File: config.mk
export PLATFORM = sky130hd
export DESIGN_NAME = cook_timer_flat
export DESIGN_NICKNAME = d
export VERILOG_FILES = /design/src/rtl/cook_timer_if.sv /design/src/rtl/cook_timer.sv /design/src/flat_wrapper.sv
export SDC_FILE = /design/constraint.sdc
export NUM_CORES = 1
export LEC_CHECK = 0
export CAP_MARGIN = 20
export CELL_PAD_IN_SITES_DETAIL_PLACEMENT = 0
export CELL_PAD_IN_SITES_GLOBAL_PLACEMENT = 1
export CORE_ASPECT_RATIO = 1.25
export CORE_UTILIZATION = 33
export DETAILED_ROUTE_END_ITERATION = 10
export HOLD_SLACK_MARGIN = 0.12
export PLACE_DENSITY_LB_ADDON = 0.1
export SKIP_LAST_GASP = 1
export SYNTH_ARGS = -nofsm -noshare
export SYNTH_HDL_FRONTEND = slang
export SYNTH_SLANG_ARGS = --single-unit
File: constraint.sdc
create_clock -name clk -period 2.1 [get_ports clk]
set_clock_uncertainty 0.15 [all_clocks]
set_input_delay 0.21 -clock clk [delete_from_list [all_inputs] [get_ports clk]]
set_output_delay 0.21 -clock clk [all_outputs]
set_load 0.02 [all_outputs]
File: src/rtl/cook_timer_if.sv
// cook_timer_if: keypad/tick inputs and BCD time/status outputs of the cook timer
interface cook_timer_if;
    logic       tick;
    logic       key_valid;
    logic [3:0] key_digit;
    logic       Nclear;
    logic       mag_on;
    logic [3:0] min_tens;
    logic [3:0] min_ones;
    logic [3:0] sec_tens;
    logic [3:0] sec_ones;
    logic       time_over;
    logic       done_pulse;
    logic [1:0] state_o;

    modport master (
        output tick, key_valid, key_digit, Nclear, mag_on,
        input  min_tens, min_ones, sec_tens, sec_ones, time_over, done_pulse, state_o
    );

    modport slave (
        input  tick, key_valid, key_digit, Nclear, mag_on,
        output min_tens, min_ones, sec_tens, sec_ones, time_over, done_pulse, state_o
    );
endinterface

File: src/rtl/cook_timer.sv
// cook_timer: MM:SS BCD countdown feeding time_over to the magnetron control; TIMER_PRESCALER_EN builds an internal 1 Hz prescaler
module cook_timer #(
    parameter int CLK_DIV = 50_000_000,
    parameter int PRESC_W = 26
) (
    input  logic         clk,
    input  logic         rst,
    cook_timer_if.slave  io_bus
);
    localparam logic [1:0] ST_ENTRY = 2'd0;
    localparam logic [1:0] ST_RUN   = 2'd1;
    localparam logic [1:0] ST_DONE  = 2'd2;

    if ((64'd1 << PRESC_W) <= 64'(CLK_DIV)) begin : g_bad_presc_w
        $error("PRESC_W too small for CLK_DIV");
    end

    logic [1:0] r_state;
    logic [3:0] r_mt, r_mo, r_st, r_so;
    logic       r_time_over;
    logic       r_done_pulse;
    logic       w_tick;
    logic       w_key_ok;
    logic       w_b0, w_b1, w_b2;
    logic [3:0] w_d_mt, w_d_mo, w_d_st, w_d_so;
    logic       w_dec_zero;

`ifdef TIMER_PRESCALER_EN
    logic [PRESC_W-1:0] r_presc;

    assign w_tick = r_presc == PRESC_W'(CLK_DIV - 1);

    // Prescaler counts only while running so the first decrement lands a full period after start
    always_ff @(posedge clk) begin
        if (rst || !io_bus.Nclear || r_state != ST_RUN || !io_bus.mag_on || w_tick)
            r_presc <= '0;
        else
            r_presc <= r_presc + 1'b1;
    end
`else
    assign w_tick = io_bus.tick;
`endif

    assign w_key_ok   = io_bus.key_valid && io_bus.key_digit <= 4'd9;
    assign w_b0       = r_so == 4'd0;
    assign w_b1       = w_b0 && r_st == 4'd0;
    assign w_b2       = w_b1 && r_mo == 4'd0;
    assign w_d_so     = w_b0 ? 4'd9 : r_so - 4'd1;
    assign w_d_st     = w_b0 ? (r_st == 4'd0 ? 4'd5 : r_st - 4'd1) : r_st;
    assign w_d_mo     = w_b1 ? (r_mo == 4'd0 ? 4'd9 : r_mo - 4'd1) : r_mo;
    assign w_d_mt     = w_b2 ? (r_mt == 4'd0 ? 4'd9 : r_mt - 4'd1) : r_mt;
    assign w_dec_zero = {w_d_mt, w_d_mo, w_d_st, w_d_so} == 16'd0;

    // Entry/run/done sequencing; digits and time_over always update together
    always_ff @(posedge clk) begin
        if (rst || !io_bus.Nclear) begin
            {r_mt, r_mo, r_st, r_so} <= 16'd0;
            r_time_over  <= 1'b1;
            r_done_pulse <= 1'b0;
            r_state      <= ST_ENTRY;
        end else begin
            r_done_pulse <= 1'b0;
            case (r_state)
                ST_ENTRY: begin
                    if (w_key_ok) begin
                        {r_mt, r_mo, r_st, r_so} <= {r_mo, r_st, r_so, io_bus.key_digit};
                        r_time_over <= {r_mo, r_st, r_so, io_bus.key_digit} == 16'd0;
                    end
                    if (io_bus.mag_on && !r_time_over)
                        r_state <= ST_RUN;
                end
                ST_RUN: begin
                    if (!io_bus.mag_on) begin
                        r_state <= ST_ENTRY;
                    end else if (w_tick) begin
                        {r_mt, r_mo, r_st, r_so} <= {w_d_mt, w_d_mo, w_d_st, w_d_so};
                        r_time_over <= w_dec_zero;
                        if (w_dec_zero) begin
                            r_done_pulse <= 1'b1;
                            r_state      <= ST_DONE;
                        end
                    end
                end
                ST_DONE: begin
                    if (w_key_ok) begin
                        {r_mt, r_mo, r_st, r_so} <= {12'd0, io_bus.key_digit};
                        r_time_over <= io_bus.key_digit == 4'd0;
                        r_state     <= ST_ENTRY;
                    end
                end
                default: r_state <= ST_ENTRY;
            endcase
        end
    end

    assign io_bus.min_tens   = r_mt;
    assign io_bus.min_ones   = r_mo;
    assign io_bus.sec_tens   = r_st;
    assign io_bus.sec_ones   = r_so;
    assign io_bus.time_over  = r_time_over;
    assign io_bus.done_pulse = r_done_pulse;
    assign io_bus.state_o    = r_state;
endmodule

File: src/flat_wrapper.sv
// flat-port wrapper written by rule: the top's interface ports become plain ports
module cook_timer_flat 
#(
    parameter int CLK_DIV = 50_000_000,
    parameter int PRESC_W = 26
)
  (clk, rst, io_bus_tick, io_bus_key_valid, io_bus_key_digit, io_bus_Nclear, io_bus_mag_on, io_bus_min_tens, io_bus_min_ones, io_bus_sec_tens, io_bus_sec_ones, io_bus_time_over, io_bus_done_pulse, io_bus_state_o);
  cook_timer_if io_bus_i ();
  input  logic clk;
  input  logic rst;
  input wire logic [$bits(io_bus_i.tick)-1:0] io_bus_tick;
  input wire logic [$bits(io_bus_i.key_valid)-1:0] io_bus_key_valid;
  input wire logic [$bits(io_bus_i.key_digit)-1:0] io_bus_key_digit;
  input wire logic [$bits(io_bus_i.Nclear)-1:0] io_bus_Nclear;
  input wire logic [$bits(io_bus_i.mag_on)-1:0] io_bus_mag_on;
  output wire logic [$bits(io_bus_i.min_tens)-1:0] io_bus_min_tens;
  output wire logic [$bits(io_bus_i.min_ones)-1:0] io_bus_min_ones;
  output wire logic [$bits(io_bus_i.sec_tens)-1:0] io_bus_sec_tens;
  output wire logic [$bits(io_bus_i.sec_ones)-1:0] io_bus_sec_ones;
  output wire logic [$bits(io_bus_i.time_over)-1:0] io_bus_time_over;
  output wire logic [$bits(io_bus_i.done_pulse)-1:0] io_bus_done_pulse;
  output wire logic [$bits(io_bus_i.state_o)-1:0] io_bus_state_o;
  assign io_bus_i.tick = io_bus_tick;
  assign io_bus_i.key_valid = io_bus_key_valid;
  assign io_bus_i.key_digit = io_bus_key_digit;
  assign io_bus_i.Nclear = io_bus_Nclear;
  assign io_bus_i.mag_on = io_bus_mag_on;
  assign io_bus_min_tens = io_bus_i.min_tens;
  assign io_bus_min_ones = io_bus_i.min_ones;
  assign io_bus_sec_tens = io_bus_i.sec_tens;
  assign io_bus_sec_ones = io_bus_i.sec_ones;
  assign io_bus_time_over = io_bus_i.time_over;
  assign io_bus_done_pulse = io_bus_i.done_pulse;
  assign io_bus_state_o = io_bus_i.state_o;
  cook_timer #(.CLK_DIV(CLK_DIV), .PRESC_W(PRESC_W)) u_core (.clk(clk), .rst(rst), .io_bus(io_bus_i));
endmodule
==> impl_metrics.yaml, run 1 <==
cts:
  cts_post_setup_buffers_inserted: 0
  post_cts_resize_count: 1
  cts_root_buffer_type: "sky130_fd_sc_hd__clkbuf_8"
  numCtsBuffers: 3
  clock-sinks: 20
  h_tree_levels: 1
  insertion_delay_ps: 260
  clock_transition_at_the_register_clock_pins_on_the_worst_setup_and_hold_paths_after_cts_ps: 80
  maximum_clock_path_buffer_count: 2
  tritoncts: "built"
  postCtsHoldBufs: 0
yosys:
  synth_area_leaders: "sky130_fd_sc_hd__dfxtp_1 (28%), sky130_fd_sc_hd__a21oi_1 (4.5%), sky130_fd_sc_hd__o21ai_0 (4.5%), sky130_fd_sc_hd__nand2_1 (4.2%), sky130_fd_sc_hd__ha_1 (3.5%)"
  synth-edff-count: 0
  yosys_warnings: 0
  synth_area_per_cell_um2: 7.83
  synth-async-reset-ratio_pct: 0
  synth.distinct_cells: 53
  synth-seq-cells: 20
  synthesis.area_um2: 1440
  cell_count_after_synthesis: 184
  synth_top_area_share_pct: 27.8
  synth_seq_area_share_pct: 27.8
  dominantRegCellSynth: "sky130_fd_sc_hd__dfxtp_1"
  synthesis.nets: 198
  yosysTopAreaCell: "sky130_fd_sc_hd__dfxtp_1"
critical_path:
  criticalPathCategory: "reg2reg"
  critical-path-slowest-cell: "sky130_fd_sc_hd__or3_1"
  critPathArrivalTime_ps: 2040
  cp_common_cell: "sky130_fd_sc_hd__a21oi_2"
  crit_path_max_fanout: 8
  rr_startpoint: "u_core.io_bus.state_o[0]"
  worstSetupStartpointType: "register"
  rrSetupSlack_ps: 110
  crit_path_end_kind: "register"
  startpoint_of_the_most_critical_setup_path: "u_core.io_bus.state_o[0]"
  critPathTopFamily: "simple AND/OR/NAND/NOR gates"
  crit_buf_inv: 1
  timing.critical_path.cells: "inv_1 > ha_1 > nor2_4 > a21oi_2 > or3_1 > a311o_1 > a21oi_2"
  cp.required_ps: 2150
  cp_slowest_stage_delay_ps: 500
timing:
  report.final.hold_viol_count: 0
  relative_slew_margins_pct: 63.2
  achievable-frequency_mhz: 502
  fin_crit_sh_pct: 94.8
  unrepaired_setup_endpoints_after_global_routing: "yes"
  post-route-min-period_ps: 1990
  timing.final.setup_violations: 0
  finalMaxSlewViolations: 0
  tightest_slew_ps: 550
  setup_ws_ps: 109
min_path:
  hp-start: "u_core.io_bus.sec_tens[3]"
  worst_hold_path_type: "reg2reg"
global_routing:
  grt_pass1_wl_um: 7180
  globalRoute.totalOverflow: 0
  number_of_antenna_violations_at_the_first_check_in_global_routing: 0
  pin_count_of_the_biggest_net_entering_global_routing: 15
  first_global_vias: 1477
  grt_usage_pct: 20.7
placed_design:
  place_worst_setup_slack_ps: -141
  place.detailed.instances: 278
  finalWeightedCongestion: 0.784
  place.detailed.hpwl_um: 3310
  numPortBuffers: 29
finish:
  area_growth_synth_to_finish_pct: 37.5
  insertedDiodeCount: 0
  layout.area.seq_um2: 403
  multi_input_area_um2: 990
  layout.cells.most_common: "sky130_fd_sc_hd__clkdlybuf4s50_1"
  final-instance-count-excl-fill: 282
  commonest_cells_after_routing_fill_and_taps_aside: "sky130_fd_sc_hd__clkdlybuf4s50_1 (29), sky130_fd_sc_hd__buf_4 (19), sky130_fd_sc_hd__dfxtp_1 (18), sky130_fd_sc_hd__nand2_1 (16)"
  nets: 241
  drive_gt1_share_pct: 18.1
  n_fill_cell: 433
drt:
  final_wl_um: 4410
  drt_first_iter_violations: 102
  post-route-drc-count: 0
  postRouteAntennaNets: 0
  avgViaCountPerCell: 5.52
  route.vias.total: 1557
  drtPass1Iterations: 4
  post_drt_wl_per_cell_um: 15.6
floorplan:
  floorplan.die_area_um2: 4630
  num_rows: 26
  floorplan.die.width_um: 61.1
  die_h_um: 75.9
  floorplan.initialDensity_pct: 34.9
  boundaryPins: 30
  placeableCoreArea_um2: 4130
power_and_ir_drop:
  power_density_nw_per_um2: 475
  ir_drop_v: 0.000216
  static-leakage-power_nw: 0.699
status:
  run_status: "completed"
run:
  maxCapViolCount: 0
[worst register-to-register path, cell delays in order (launching register included)]
cell and delay [ps]:
sky130_fd_sc_hd__dfxtp_2 360, sky130_fd_sc_hd__inv_1 90, sky130_fd_sc_hd__ha_1 250, sky130_fd_sc_hd__nor2_4 100, sky130_fd_sc_hd__a21oi_2 60, sky130_fd_sc_hd__or3_1 500, sky130_fd_sc_hd__a311o_1 320, sky130_fd_sc_hd__a21oi_2 110
[path summary, 6_finish.rpt]
kind	end	cells after the start
worst max-delay path	u_core.io_bus.sec_ones[1]	7
worst min-delay path	u_core.io_bus.sec_tens[3]	2
worst max register to register	u_core.io_bus.sec_ones[1]	7
worst min register to register	u_core.io_bus.sec_tens[3]	2
[sequential cells by signal (all words and copies together) (netlist names)]
signal                    count
u_core.io_bus.min_ones        4
u_core.io_bus.min_tens        4
u_core.io_bus.sec_ones        4
u_core.io_bus.sec_tens        4
u_core.io_bus.state_o         2
u_core.io_bus.done_pulse      1
u_core.io_bus.time_over       1
[cell families after synthesis]
family | share of synthesized area, %
buf+inv | 5.39
mux | 1.56
compound gates | 30.4
fa+ha+maj | 3.48
xor+xnor | 1.82
flops | 27.8
simple gates | 29.5
[final cells by class]
type,instances,share of cell area [%]
multi-input cells,146,50.0
repair buffers,48,21.9
flip-flops and latches,20,20.3
well taps,56,3.54
clock buffers,4,2.78
inverters,8,1.52
[cells in the mapped netlist (all sizes together) (2+ instances only)]
library cell and count:
nor4 4, inv 7, a21oi 15, ha 4
nand4 6, nand3b 3, nand2 16, dfxtp 20
nand4b 2, mux2 2, a21o 3, or3 5
nor2 11, clkbuf 7, a21boi 2, a221oi 5
nand3 4, nor2b 2, nand2b 2, and2 2
o21a 2, buf 3, xnor2 2, o21ai 20
a31oi 4, o32ai 3, nor3 11, o31a 2
[power breakdown]
group | internal (mW) | total (mW) | leakage, nW | switching (mW)
clock network | 0.167 | 0.303 | 0.0288 | 0.136
logic | 0.105 | 0.232 | 0.507 | 0.127
registers | 0.389 | 0.406 | 0.163 | 0.0178
[through the flow]
step / power, mW / area (um^2) / setup TNS [ps] / util [%] / hold WS (ps)
6_report: 0.941 / 1980 / 0 / 47.9 / 407
3_5_place_dp: 0.641 / 1900 / -704 / 46.0 / 387
5_1_grt: 0.991 / 1980 / -22.6 / 47.9 / 435
4_1_cts: 0.951 / 1960 / 0 / 47.5 / 413
2_1_floorplan: 0.548 / 1450 / 0 / - / 193
3_3_place_gp: 0.639 / 1900 / -296 / 46.0 / 383
[layer usage]
metal,part of all wire [%],GRT usage [%]
met3,3.0,2.38
met1,44,26.9
met5,0,0
met4,0.48,4.29
met2,52,36.2
Power figures use the tool's default switching activity.
==> inputs of run 2 (changes only) <==
--- a/config.mk
+++ b/config.mk
@@ -14,6 +14,7 @@
 export HOLD_SLACK_MARGIN = 0.12
 export PLACE_DENSITY_LB_ADDON = 0.1
 export SKIP_LAST_GASP = 1
+export SLEW_MARGIN = 20
 export SYNTH_ARGS = -nofsm -noshare
 export SYNTH_HDL_FRONTEND = slang
 export SYNTH_SLANG_ARGS = --single-unit
==> results of run 2 <==
The final DEF is identical to that of run 1; final timing and power are the same.
==> inputs of run 3 (changes only) <==
--- a/config.mk
+++ b/config.mk
@@ -10,10 +10,10 @@
 export CELL_PAD_IN_SITES_GLOBAL_PLACEMENT = 1
 export CORE_ASPECT_RATIO = 1.25
 export CORE_UTILIZATION = 33
+export CTS_CLUSTER_SIZE = 16
 export DETAILED_ROUTE_END_ITERATION = 10
 export HOLD_SLACK_MARGIN = 0.12
 export PLACE_DENSITY_LB_ADDON = 0.1
-export SKIP_LAST_GASP = 1
 export SLEW_MARGIN = 20
 export SYNTH_ARGS = -nofsm -noshare
 export SYNTH_HDL_FRONTEND = slang
==> impl_metrics.yaml, run 3 (synthesis gave the netlist of run 1 again) <==
drt:
  drtPass1Iterations: 4
  avgViaCountPerCell: 5.49
  drt_first_iter_violations: 102
  post-route-drc-count: 0
  post_drt_wl_per_cell_um: 15.7
  final_wl_um: 4420
  route.vias.total: 1547
  postRouteAntennaNets: 0
finish:
  nets: 241
  drive_gt1_share_pct: 18.6
  insertedDiodeCount: 0
  commonest_cells_after_routing_fill_and_taps_aside: "sky130_fd_sc_hd__clkdlybuf4s50_1 (29), sky130_fd_sc_hd__buf_4 (19), sky130_fd_sc_hd__dfxtp_1 (18), sky130_fd_sc_hd__nand2_1 (16)"
  area_growth_synth_to_finish_pct: 37.9
  final-instance-count-excl-fill: 282
  layout.cells.most_common: "sky130_fd_sc_hd__clkdlybuf4s50_1"
timing:
  finalMaxSlewViolations: 0
  tightest_slew_ps: 559
  setup_tns_ps: 0
  report.final.hold_viol_count: 0
  setup_ws_ps: 122
  achievable-frequency_mhz: 506
  fin_crit_sh_pct: 94.2
  post-route-min-period_ps: 1980
  unrepaired_setup_endpoints_after_global_routing: "yes"
  timing.final.setup_violations: 0
  relative_slew_margins_pct: 62.6
cts:
  clock_transition_at_the_register_clock_pins_on_the_worst_setup_and_hold_paths_after_cts_ps: 80
  clock-sinks: 20
  postCtsHoldBufs: 0
  maximum_clock_path_buffer_count: 2
  tritoncts: "built"
  insertion_delay_ps: 260
  cts_root_buffer_type: "sky130_fd_sc_hd__clkbuf_8"
  post_cts_resize_count: 1
  numCtsBuffers: 3
  cts_post_setup_buffers_inserted: 0
  h_tree_levels: 1
critical_path:
  cp.required_ps: 2120
  criticalPathCategory: "reg2reg"
  crit_path_end_kind: "register"
  critPathArrivalTime_ps: 2000
  worstSetupStartpointType: "register"
  crit_path_max_fanout: 8
  rr_worst_depth: 5
global_routing:
  first_global_vias: 1477
  pin_count_of_the_biggest_net_entering_global_routing: 15
  grt_usage_pct: 20.7
  number_of_antenna_violations_at_the_first_check_in_global_routing: 0
  grt_pass1_wl_um: 7180
  globalRoute.totalOverflow: 0
placed_design:
  finalWeightedCongestion: 0.784
  place.detailed.hpwl_um: 3310
  numPortBuffers: 29
  place_worst_setup_slack_ps: -141
  place.detailed.instances: 278
power_and_ir_drop:
  totalPowerFinal_mw: 0.943
  ir_drop_v: 0.000216
  static-leakage-power_nw: 0.700
  power_density_nw_per_um2: 475
run:
  maxCapViolCount: 0
min_path:
  hold-path-cell-count: 1
  worst_hold_path_type: "reg2reg"
floorplan:
  num_rows: 26
  boundaryPins: 30
  floorplan.die.width_um: 61.1
  floorplan.initialDensity_pct: 34.9
  placeableCoreArea_um2: 4130
  die_h_um: 75.9
  floorplan.die_area_um2: 4630
status:
  run_status: "completed"
## run 3: cell types whose count changed in the layout (fill, tap and decap cells not counted)
| cell | previous run | this run |
|---|---|---|
| sky130_fd_sc_hd__or3_1 | 5 | 4 |
| sky130_fd_sc_hd__or3_4 | 0 | 1 |
## run 3: through the flow
step | area, um^2 | hold slack (ps) | util, %
floorplan | 1450 | 193 | -
global placement | 1900 | 383 | 46.0
detailed placement | 1900 | 387 | 46.0
CTS | 1960 | 413 | 47.5
global route | 1990 | 435 | 48.1
finish | 1990 | 406 | 48.1
## run 3: final cells by class
| class | count | area (um^2) |
|---|---|---|
| repair buffers | 48 | 433 |
| well taps | 56 | 70.1 |
| flip-flops and latches | 20 | 403 |
| fillers | 433 | 2150 |
| clock buffers | 4 | 55.1 |
| inverters | 8 | 30.0 |
| multi-input cells | 146 | 995 |
## run 3: critical path, stage by stage, from the launching register on
cell and delay (ps):
sky130_fd_sc_hd__dfxtp_1 420, sky130_fd_sc_hd__nor3_4 350, sky130_fd_sc_hd__nand4_2 170, sky130_fd_sc_hd__xor2_1 380, sky130_fd_sc_hd__nand4_1 170, sky130_fd_sc_hd__a221oi_2 250
## run 3: final timing paths
| path | slack (ps) | end | startpoint |
|---|---|---|---|
| setup / recovery | 120 | u_core.io_bus.state_o[1] | u_core.io_bus.sec_ones[1] |
| hold / removal | 410 | u_core.io_bus.time_over | u_core.io_bus.time_over |
| setup reg to reg | 120 | u_core.io_bus.state_o[1] | u_core.io_bus.sec_ones[1] |
| hold reg to reg | 410 | u_core.io_bus.time_over | u_core.io_bus.time_over |
## run 3: report_power, final
part           switching [mW]  total [mW]  internal [mW]
clock network           0.136       0.302          0.167
registers              0.0179       0.407          0.389
logic                   0.127       0.234          0.107
## run 3: layer usage
layer  routed length [um]  vias to the layer above  share of wire [%]  GRT usage (%)
met5                    0                        -                  0              0
met3                  113                        4                2.6           2.38
met1                 1980                      731                 45           26.9
met2                 2310                       31                 52           36.2
li1                     -                      781                  -              -
met4                   21                        0               0.48           4.29
